<file path="config.mk">
export PLATFORM = sky130hd
export DESIGN_NAME = fix2flt_core_flat
export DESIGN_NICKNAME = d
export VERILOG_FILES = /design/src/rtl/fix2flt_pkg.sv /design/src/rtl/fix2flt_if.sv /design/src/rtl/fix2flt_round.sv /design/src/rtl/fix2flt_core.sv /design/src/flat_wrapper.sv
export SDC_FILE = /design/constraint.sdc
export NUM_CORES = 1
export LEC_CHECK = 0
export CAP_MARGIN = 20
export CORE_MARGIN = 4
export CORE_UTILIZATION = 48
export CTS_BUF_LIST = sky130_fd_sc_hd__clkbuf_2
export DETAILED_ROUTE_END_ITERATION = 10
export PLACE_DENSITY = 0.79
export SLEW_MARGIN = 20
export SYNTH_ARGS = -nofsm -noshare
export SYNTH_HDL_FRONTEND = slang
export SYNTH_HIERARCHICAL = 1
export SYNTH_SLANG_ARGS = --single-unit
export TNS_END_PERCENT = 30
</file>
<file path="constraint.sdc">
create_clock -name clk -period 5.2 [get_ports clk]
set_clock_uncertainty 0.1 [all_clocks]
set_input_delay 1.04 -clock clk [delete_from_list [all_inputs] [get_ports clk]]
set_output_delay 1.04 -clock clk [all_outputs]
set_load 0.02 [all_outputs]
</file>
<file path="src/rtl/fix2flt_pkg.sv">
// Shared definitions for the fixed 8.8 to float16 converter.
// No ports. Holds state encodings, FP16/fixed-point field widths,
// the initial exponent and the data-memory operand/result addresses.
package fix2flt_pkg;

    localparam int EXP_W  = 5;
    localparam int MANT_W = 10;
    localparam int BIAS   = 15;
    localparam int FRAC_W = 8;
    localparam int MAG_W  = 15;

    // A magnitude whose leading one sits at bit MAG_W-1 has value
    // 2^(MAG_W-1-FRAC_W), so that position starts the exponent count.
    localparam logic [EXP_W-1:0] EXP_INIT = EXP_W'(BIAS + MAG_W - 1 - FRAC_W);

    localparam logic [7:0] SRC_ADDR = 8'd0;
    localparam logic [7:0] DST_ADDR = 8'd2;

    typedef logic [2:0] state_t;

    localparam state_t ST_IDLE     = 3'd0;
    localparam state_t ST_LOAD_HI  = 3'd1;
    localparam state_t ST_LOAD_LO  = 3'd2;
    localparam state_t ST_NORM     = 3'd3;
    localparam state_t ST_ROUND    = 3'd4;
    localparam state_t ST_STORE_HI = 3'd5;
    localparam state_t ST_STORE_LO = 3'd6;
    localparam state_t ST_DONE     = 3'd7;

endpackage

</file>
<file path="src/rtl/fix2flt_if.sv">
// Program-engine bus: start/done handshake plus the byte-wide data-memory port.
//   start      : request from the bench, acted on at its falling edge
//   done       : one-cycle completion pulse
//   dm_addr    : data-memory address
//   dm_wr_en   : data-memory write enable
//   dm_wr_data : data-memory write byte
//   dm_rd_data : data-memory read byte (combinational read of dm_addr)
interface fix2flt_if;
    logic       start;
    logic       done;
    logic [7:0] dm_addr;
    logic       dm_wr_en;
    logic [7:0] dm_wr_data;
    logic [7:0] dm_rd_data;

    modport master (
        output start, dm_rd_data,
        input  done, dm_addr, dm_wr_en, dm_wr_data
    );

    modport slave (
        input  start, dm_rd_data,
        output done, dm_addr, dm_wr_en, dm_wr_data
    );
endinterface

</file>
<file path="src/rtl/fix2flt_round.sv">
// Round-to-nearest-even and float16 packing of a normalized magnitude.
//   sign_i   : operand sign
//   exp_i    : biased exponent matching the leading one at mag_i[14]
//   mag_i    : normalized magnitude (leading one at bit 14, or all zero)
//   result_o : packed {sign, exp, mant}
module fix2flt_round
    import fix2flt_pkg::*;
(
    input  logic                 sign_i,
    input  logic [EXP_W-1:0]     exp_i,
    input  logic [MAG_W-1:0]     mag_i,
    output logic [15:0]          result_o
);

    logic [MANT_W-1:0] mant;
    logic              guard;
    logic              sticky;
    logic              rnd_up;
    logic [MANT_W:0]   mant_sum;
    logic [EXP_W-1:0]  exp_out;

    always_comb begin
        mant     = mag_i[13:4];
        guard    = mag_i[3];
        sticky   = |mag_i[2:0];
        rnd_up   = guard && (sticky || mant[0]);
        mant_sum = {1'b0, mant} + {{MANT_W{1'b0}}, rnd_up};
        // An all-ones mantissa rounding up wraps to zero and bumps the exponent.
        exp_out  = exp_i + {{(EXP_W-1){1'b0}}, mant_sum[MANT_W]};
        if (mag_i == '0)
            result_o = {sign_i, 15'b0};
        else
            result_o = {sign_i, exp_out, mant_sum[MANT_W-1:0]};
    end

endmodule

</file>
<file path="src/rtl/fix2flt_core.sv">
// Sequential sign-magnitude 8.8 fixed-point to float16 converter.
//   clk   : clock, rising edge
//   reset : asynchronous, active-high
//   bus   : slave side of the start/done handshake and data-memory port
//
// state    | meaning
// IDLE     | wait for falling edge of start
// LOAD_HI  | read sign and m[14:8] from SRC_ADDR+1
// LOAD_LO  | read m[7:0] from SRC_ADDR, preset exponent
// NORM     | shift m left one bit per cycle until m[14] set or m zero
// ROUND    | round-to-nearest-even, register packed result
// STORE_HI | write result[15:8] to DST_ADDR+1
// STORE_LO | write result[7:0] to DST_ADDR
// DONE     | one-cycle done pulse
module fix2flt_core
    import fix2flt_pkg::*;
(
    input  logic        clk,
    input  logic        reset,
    fix2flt_if.slave    bus
);

    state_t             state_q, state_d;
    logic               start_q;
    logic               sign_q, sign_d;
    logic [MAG_W-1:0]   mag_q, mag_d;
    logic [EXP_W-1:0]   exp_q, exp_d;
    logic [15:0]        res_q, res_d;
    logic [15:0]        rnd_result;

    fix2flt_round u_round (
        .sign_i   (sign_q),
        .exp_i    (exp_q),
        .mag_i    (mag_q),
        .result_o (rnd_result)
    );

    always_comb begin
        state_d = state_q;
        sign_d  = sign_q;
        mag_d   = mag_q;
        exp_d   = exp_q;
        res_d   = res_q;
        case (state_q)
            ST_IDLE:
                if (start_q && !bus.start) state_d = ST_LOAD_HI;
            ST_LOAD_HI: begin
                sign_d      = bus.dm_rd_data[7];
                mag_d[14:8] = bus.dm_rd_data[6:0];
                state_d     = ST_LOAD_LO;
            end
            ST_LOAD_LO: begin
                mag_d[7:0] = bus.dm_rd_data;
                exp_d      = EXP_INIT;
                state_d    = ST_NORM;
            end
            ST_NORM:
                if (mag_q == '0 || mag_q[MAG_W-1]) begin
                    state_d = ST_ROUND;
                end else begin
                    mag_d = {mag_q[MAG_W-2:0], 1'b0};
                    exp_d = exp_q - 1'b1;
                end
            ST_ROUND: begin
                res_d   = rnd_result;
                state_d = ST_STORE_HI;
            end
            ST_STORE_HI: state_d = ST_STORE_LO;
            ST_STORE_LO: state_d = ST_DONE;
            default:     state_d = ST_IDLE;
        endcase
    end

    always_ff @(posedge clk or posedge reset) begin
        if (reset) begin
            state_q <= ST_IDLE;
            start_q <= 1'b0;
            sign_q  <= 1'b0;
            mag_q   <= '0;
            exp_q   <= '0;
            res_q   <= '0;
        end else begin
            state_q <= state_d;
            start_q <= bus.start;
            sign_q  <= sign_d;
            mag_q   <= mag_d;
            exp_q   <= exp_d;
            res_q   <= res_d;
        end
    end

    // Outputs decode from state and registered result only, so a reset
    // clears them in the same cycle it is asserted.
    always_comb begin
        bus.done       = (state_q == ST_DONE);
        bus.dm_wr_en   = (state_q == ST_STORE_HI) || (state_q == ST_STORE_LO);
        bus.dm_addr    = 8'd0;
        bus.dm_wr_data = 8'd0;
        case (state_q)
            ST_LOAD_HI:  bus.dm_addr = SRC_ADDR + 8'd1;
            ST_LOAD_LO:  bus.dm_addr = SRC_ADDR;
            ST_STORE_HI: begin
                bus.dm_addr    = DST_ADDR + 8'd1;
                bus.dm_wr_data = res_q[15:8];
            end
            ST_STORE_LO: begin
                bus.dm_addr    = DST_ADDR;
                bus.dm_wr_data = res_q[7:0];
            end
            default: ;
        endcase
    end

endmodule

</file>
<file path="src/flat_wrapper.sv">
// flat-port wrapper written by rule: the top's interface ports become plain ports
module fix2flt_core_flat import fix2flt_pkg::*;
  (clk, reset, bus_start, bus_dm_rd_data, bus_done, bus_dm_addr, bus_dm_wr_en, bus_dm_wr_data);
  fix2flt_if bus_i ();
  input  logic clk;
  input  logic reset;
  input wire logic [$bits(bus_i.start)-1:0] bus_start;
  input wire logic [$bits(bus_i.dm_rd_data)-1:0] bus_dm_rd_data;
  output wire logic [$bits(bus_i.done)-1:0] bus_done;
  output wire logic [$bits(bus_i.dm_addr)-1:0] bus_dm_addr;
  output wire logic [$bits(bus_i.dm_wr_en)-1:0] bus_dm_wr_en;
  output wire logic [$bits(bus_i.dm_wr_data)-1:0] bus_dm_wr_data;
  assign bus_i.start = bus_start;
  assign bus_i.dm_rd_data = bus_dm_rd_data;
  assign bus_done = bus_i.done;
  assign bus_dm_addr = bus_i.dm_addr;
  assign bus_dm_wr_en = bus_i.dm_wr_en;
  assign bus_dm_wr_data = bus_i.dm_wr_data;
  fix2flt_core u_core (.clk(clk), .reset(reset), .bus(bus_i));
endmodule
</file>
Yosys cells after proc, flatten, opt, wreduce, memory -nomap -nowiden:

Cells that the tools add are included.

* register bits after elaboration: 41
* input port bits: 11
* logic and storage cells: 45

* add/sub/neg operators: 3
* equality and inequality tests: 10
* multiplexer cells: 11
* reduce and logical (&&, ||, !) cells: 14

Operators by type and width (number)
* one-hot mux 8 bit (2 select lines): 2
* two-way mux 15 bit: 2
* one-hot mux 3 bit (7 select lines): 1
* zero test 15 bit: 1
* one-hot mux 7 bit (2 select lines): 1
* equality test 3 bit, second input constant: 4
* adder 10 x 1 -> 11 bit: 1
* one-hot mux 5 bit (2 select lines): 1
* equality test 3 x 2 -> 1 bit, second input constant: 2
* two-way mux 3 bit: 2
* one-hot mux 2 bit (3 select lines): 1
* AND reduction 2 bit: 3
* adder 5 x 1 -> 5 bit: 1
* two-way mux 5 bit: 1
* subtractor 5 x 1 -> 5 bit, second input constant: 1
* != test 2 x 1 -> 1 bit, second input constant: 2
* nonzero test 2 bit: 2
* equality test 3 x 1 -> 1 bit, second input constant: 1
* zero test 3 bit: 1
* logical OR 1 bit: 3
* OR reduction 3 bit: 1
* logical AND 1 bit: 2
* != test 2 bit, second input constant: 1
* zero test 1 bit: 1

Logic depth before layout (Yosys ltp):

Gate-level depths: netlist (run 1).

* word-level depth: 6
* mapped depth: 10
* mapped depth without buffers: 10

By module:

The synthesis (run 1) kept the hierarchy.

Modules (own cells, without submodules)
* fix2flt_core: times used 1, cells each 172, area an instance 2057.0 um^2, seq. area each 1026.0 um^2
* fix2flt_round: times used 1, cells each 48, area an instance 356.6 um^2, seq. area each 0.0 um^2

Worst setup path before layout (run 1):

Ideal clock, no wire load.

* path kind: register -> output
* start point: reg u_core.state_q[0]
* end point: out bus_dm_wr_data[0]
* arrival time: 1.499 ns
* data required time: 4.060 ns
* setup slack: 2.561 ns
* cell stages (with the launch flop): 5
* cells stage by stage: dfrtp_1 > nor2b_4 > clkbuf_1 > a22oi_1 > nor2b_1

* longest elaborated chain between the ends: 2
* elaborated cells on any way between the ends: 3

RTL lines
* start: declaration: line fix2flt_core.sv:23 `state_t state_q, state_d;`
* start signal: assignment: line fix2flt_core.sv:83 `state_q <= state_d;`
* equality test 3 bit: line fix2flt_core.sv:99 `case (state_q)`
* one-hot mux 8 bit (2 select lines) *: line fix2flt_core.sv:99
* end: declaration: line flat_wrapper.sv:12 `output wire logic [$bits(bus_i.dm_wr_data)-1:0] bus_dm_wr_data;`

Every way passes the cells marked *; elsewhere a longest branch is shown, timed or not.

Worst setup path in the final report (run 1):

* start point: reg u_core.state_q[0]
* end point: out bus_dm_wr_data[7]

The elaborated chain is that of the path after synthesis.

==> impl_metrics.csv, run 1 <==
group,metric,value,unit
logic_synthesis,synthXorXnorAreaFrac,0.03992,
route,drc,0,
clock_tree,cts_resized,0,
setup_path,cp_cell_sequence,"nor2b_1, a22oi_1, nor2b_1, clkdlybuf4s50_1",
setup_path,path_delay_family,"simple AND/OR/NAND/NOR gates",
sta,holdWs,442.1,ps
route,wl_per_cell,16.40,µm
clock_tree,clkLatencyLatePin,400,ps
pwr,p_leak,1.033,nW
logic_synthesis,yosys.area_share.simple,0.2219,
logic_synthesis,syn_inst,220,
logic_synthesis,synth-edff-count,0,
clock_tree,cts_hold_buf,0,
sta,worst_slew_pin_slew,797.0,ps
clock_tree,clk_pin_slew,210,ps
placed_design,preCtsSetupSlack,1897,ps
sta,finalCritPeriodShare,0.7351,
clock_tree,clkSinkCount,41,
sta,fin_crit,3822,ps
setup_path,required,4060,ps
clock_tree,cts_buffers,5,
final_layout,postLayoutCoreUtil,0.5595,
final_layout,seqCellArea,0.001026,mm²
logic_synthesis,yosys-top-cells-area,"dfrtp_1, mux2_2, o221a_1",
placed_design,gp_congestion,0.8360,
route,met2_length,2548,µm
route,wl_met3,129,µm
route,first_pass_iters,4,
sta,setup_viol_count_final,0,
logic_synthesis,synth_warnings,6,
setup_path,start_kind,"flop",
sta,finalWorstSetupSlack,1378,ps
logic_synthesis,ys_async_sr_fraction,1.000,
grt,grt_pass1_wl,8445,µm
final_layout,fin_cells,306,
sta,hold_viol_final,0,
setup_path,max_stage_delay,670,ps
logic_synthesis,ys_ff_latch,41,
pwr,power,1.548,mW
outcome,status,"completed",
sta,fmax,0.2616,GHz
grt,grt_pass1_vias,1719,
grt,antenna_found_initial,0,
floorplanning,floorplan.rows,25,
route,drt_iter0_markers,105,
route,final_antenna_net_count,0,
route,vias_per_cell,5.618,
final_layout,final_layout_size_suffix_gt1_frac,0.2427,
setup_path,crit_top_cell,"nor2b_1",
grt,grt_max_degree,42,
floorplanning,dieWidth,78.91,µm
pwr,irDropWorstVdd,260.8,µV
clock_tree,post_cts_buffers,0,
floorplanning,die_area,0.006227,mm²
logic_synthesis,yosys.area.top_type_share,0.4251,
logic_synthesis,synth-main-ff-cell,"dfrtp_1",
route,met1_length,2281,µm
logic_synthesis,ys_types,50,
final_layout,finalNetCount,253,
logic_synthesis,yosysTopAreaCell,"dfrtp_1",
job,max_cap_viol_count,0,
sta,final.setup.tns,0,ps
sta,rsz0062_at_grt,"no",
logic_synthesis,synth_compound_area_frac,0.1379,
logic_synthesis,synth.area.mux_share,0.09279,
clock_tree,clockBufferDepth,2,
sta,maxSlewHeadroom,0.4681,
setup_path,end_kind,"primary output",
setup_path,cp_slowest_cell,"nor2b_1",
placed_design,placed_cells,298,
logic_synthesis,avgSynthCellArea,10.97,µm²
route,dr.max_layer_used,"met4",
grt,grt_usage,0.1731,
setup_path,rrSetupSlack,2480,ps
final_layout,syn_to_final_growth,10.94,%
route,num_vias,1719,
placed_design,port_buffers,22,
pwr,power_density,578.1,mW/mm²
route,routed_wl,5019,µm
placed_design,dpl_cell_area,0.002629,mm²
final_layout,diodes,0,
clock_tree,root_buffer,"clkbuf_2",
worst_hold_path,min-delay-path-class,"reg -> reg",
setup_path,crit_arrival,2680,ps
logic_synthesis,synth_top_family_by_area,"simple AND/OR/NAND/NOR gates",
logic_synthesis,ys_seq_area_frac,0.4251,
grt,grt.overflow.total,0,
floorplanning,coreArea,0.004786,mm²
setup_path,path_buf_inv,1,
setup_path,cp_max_fo,16,
logic_synthesis,synthAdderAreaFrac,0.02074,
clock_tree,h-tree-depth,2,
logic_synthesis,synth_area,0.002414,mm²
floorplanning,ioPinCount,29,
floorplanning,initial_utilization,0.5043,
final_layout,postLayoutCellArea,0.002678,mm²
sta,drv_slew,0,
floorplanning,die_h,78.91,µm
final_layout,multi_input_area,0.001267,mm²
clock_tree,cts_tree,"done",
placed_design,dp_hpwl,3695,µm
final_layout,num-fill-cells,427,
setup_path,criticalPathCategory,"reg -> out",
logic make-up (layout without fill, tap and decap cells):
logic type               count (synthesis)  count (layout)
AO/OA/AOI/OAI                           38              38
XOR/XNOR                                11              11
adder cells (fa/ha/maj)                  4               4
buffers and inverters                   25              39
flip-flops                              41              41
multiplexers                            20              20
other                                    1               6
AND/OR/NAND/NOR                         80              80
routing by layer:
| metal | GRT usage | vias up |
|---|---|---|
| met5 | 0 | - |
| met2 | 0.2818 | 21 |
| met1 | 0.2362 | 859 |
| met4 | 0.05326 | 0 |
| met3 | 0.03061 | 7 |
| li1 | - | 832 |
sequential cells by signal (all words and copies together) (netlist names):
name,cells
u_core/exp_q,5
u_core/mag_q,15
u_core/res_q,16
u_core/sign_q,1
u_core/start_q,1
u_core/state_q,3
cells in the mapped netlist (5+ instances only):
cell and count:
mux2_2 19, or3_1 9, o221a_1 7, nor2_2 6, nand2b_1 8, xor2_1 5, nand3_1 6, a22oi_1 8
nor2b_1 9, inv_1 8, nor2_1 6, o221a_2 6, nand2_1 8, dfrtp_1 41, buf_4 9, xnor2_1 6
path summary, 6_finish.rpt:
path	from	endpoint	depth (start not counted)
setup / recovery	u_core/state_q[0]	bus_dm_wr_data[7]	4
hold / removal	u_core/sign_q	u_core/sign_q	1
setup reg to reg	u_core/mag_q[4]	u_core/res_q[14]	10
hold reg to reg	u_core/sign_q	u_core/sign_q	1
max in group asynchronous	reset	u_core/mag_q[7]	3
min in group asynchronous	reset	u_core/res_q[12]	3
worst reg2reg max path, delay by kind of cell (launching register included):
family | cells | cell delay, ps
mux | 1 | 270
xor+xnor | 1 | 190
simple gates | 5 | 900
flops | 1 | 540
fa+ha+maj | 3 | 640
cell usage in the layout, fill, tap and decap left out, drive strengths merged, types with 2 or more instances in the layout:
cell type,count
a211oi,2
a22oi,8
a31oi,2
and3,2
clkbuf,5
clkdlybuf4s50,22
clkinv,2
conb,6
dfrtp,41
ha,4
inv,8
mux2,19
nand2,9
nand2b,8
nand3,7
nand3b,2
nand4,2
nor2,12
nor2b,13
nor3,5
nor4,7
o21a,3
o21ai,4
o221a,13
or3,9
xnor2,6
xor2,5
report_power, final:
group	internal, mW	switching, mW
Sequential	0.458	0.214
Combinational	0.390	0.348
Clock	0.0314	0.107
Total	0.879	0.668
area by class of cell:
class                           count  share of cell area
Multi-Input combinational cell    159              0.4734
Sequential cell                    41              0.3832
Timing Repair Buffer               23             0.08505
Tap cell                           67             0.03131
Inverter                            8             0.01121
Clock buffer                        5            0.009346
Clock inverter                      3            0.006542
Power figures use the tool's default switching activity.
==> run 2, diff against run 1 <==
- PLACE_DENSITY: 0.79 -> 0.82
- clock period: 5.2 -> 3.5 ns (I/O delays scaled with it)
==> run 2 against run 1 <==
Combinational power is 53% higher. Highest routed layer unchanged. Non-clock buffer count is 2 higher. Worst setup slack lost 1000 ps. Sequential power rose by 47%. Power increased by 49%. Critical path depth did not move.
==> impl_metrics.csv, run 2 (synthesis results as in run 1) <==
group,metric,value,unit
clock_tree,clk_pin_slew,190,ps
worst_hold_path,min-delay-path-class,"reg -> reg",
setup_path,cp_max_fo,16,
clock_tree,clockBufferDepth,2,
sta,maxSlewHeadroom,0.6631,
sta,finalCritPeriodShare,0.9012,
sta,hold_viol_final,0,
placed_design,gp_congestion,0.8126,
final_layout,syn_to_final_growth,10.94,%
sta,setup_viol_count_final,0,
sta,rsz0062_at_grt,"no",
sta,fin_crit,3154,ps
floorplanning,ioPinCount,29,
route,vias_per_cell,5.678,
clock_tree,cts_hold_buf,0,
clock_tree,h-tree-depth,2,
placed_design,placed_cells,300,
setup_path,crit_arrival,2350,ps
final_layout,final_common_cell,"dfrtp_1",
grt,grt_usage,0.1845,
sta,fmax,0.3170,GHz
pwr,irDropWorstVdd,360.0,µV
pwr,power_density,860.6,mW/mm²
clock_tree,post_cts_buffers,0,
clock_tree,cts_tree,"done",
grt,grt_pass1_vias,1794,
placed_design,preCtsSetupSlack,799.1,ps
clock_tree,cts_buffers,5,
final_layout,top_regs,"u_core/res_q (16), u_core/mag_q (15), u_core/exp_q (5)",
outcome,status,"completed",
pwr,p_switching,0.9867,mW
final_layout,fin_cells,307,
placed_design,port_buffers,22,
final_layout,max_flop_register,"u_core/res_q",
route,wl_per_cell,16.71,µm
final_layout,largest_register_ffs,16,
pwr,p_int,1.318,mW
floorplanning,die_h,78.91,µm
sta,finalWorstSetupSlack,345.7,ps
floorplanning,coreArea,0.004786,mm²
floorplanning,die_area,0.006227,mm²
sta,worst_slew_pin_slew,500.7,ps
route,drc,0,
sta,final.setup.tns,0,ps
final_layout,finalNetCount,255,
clock_tree,root_buffer,"clkbuf_2",
setup_path,end_kind,"primary output",
grt,grt.overflow.total,0,
sta,drv_slew,0,
final_layout,diodes,0,
route,first_pass_iters,4,
clock_tree,clkLatencyLatePin,390,ps
pwr,p_sw_frac,0.4282,
sta,holdWs,433.9,ps
floorplanning,dieWidth,78.91,µm
setup_path,criticalPathCategory,"reg -> out",
clock_tree,clkSinkCount,41,
pwr,clkPwrFrac,0.082,
pwr,pwr-share-seq,0.430,
placed_design,dpl_cell_area,0.002644,mm²
grt,grt_pass1_wl,9018,µm
grt,grt_max_degree,42,
route,drt_iter0_markers,143,
final_layout,postLayoutCellArea,0.002678,mm²
floorplanning,initial_utilization,0.5043,
grt,antenna_found_initial,0,
route,final_antenna_net_count,0,
route,num_vias,1743,
route,routed_wl,5130,µm
final_layout,layout_common_cells,"dfrtp_1, clkdlybuf4s50_1, mux2_2, or3_1, nor2b_1",
pwr,p_leak,1.039,nW
setup_path,start_kind,"flop",
setup_path,required,2700,ps
pwr,power,2.304,mW
clock_tree,cts_resized,0,
job,max_cap_viol_count,0,
pwr,pwr-share-comb,0.488,
final_layout,postLayoutCoreUtil,0.5595,
placed_design,dp_hpwl,3738,µm
floorplanning,floorplan.rows,25,
final_layout,final_layout_size_suffix_gt1_frac,0.2417,
run 2: worst paths after layout:
path,to,slack [ps],start,cells past startpoint
max reg2reg,u_core/res_q[14],730,u_core/mag_q[4],10
min in group asynchronous,u_core/exp_q[3],600,reset,3
min,u_core/res_q[15],430,u_core/res_q[15],1
max,bus_dm_wr_data[5],350,u_core/state_q[0],4
max in group asynchronous,u_core/res_q[14],2340,reset,3
min reg2reg,u_core/res_q[15],430,u_core/res_q[15],1
run 2: worst max-delay path, stage by stage, from the launching register on:
cell and delay [ps]:
dfrtp_1 690, nor2b_4 400, a22oi_1 120, nor2b_1 140
clkdlybuf4s50_1 620
run 2: layout make-up:
type / instances / area, µm²
Fill cell: 419 / 2108
Sequential cell: 41 / 1026
Clock inverter: 1 / 3.754
Inverter: 8 / 30.03
Clock buffer: 6 / 30.03
Timing Repair Buffer: 25 / 242.7
Multi-Input combinational cell: 159 / 1261
Tap cell: 67 / 83.83
run 2: layer usage:
metal  share of wire  up-vias  GRT usage
met2            0.50       36     0.3065
met4          0.0055        0    0.05670
li1                -      833          -
met5               0        -          0
met1            0.46      866     0.2500
met3           0.036        8    0.02721
run 2: power by group through the flow:
stage          combinational [mW]  sequential [mW]  clock [mW]
2_1_floorplan               0.922            0.873           0
3_3_place_gp                 1.09            0.995           0
3_5_place_dp                 1.12             1.00           0
4_1_cts                      1.13            0.989       0.195
5_1_grt                      1.23             1.03       0.219
6_report                     1.13            0.991       0.188
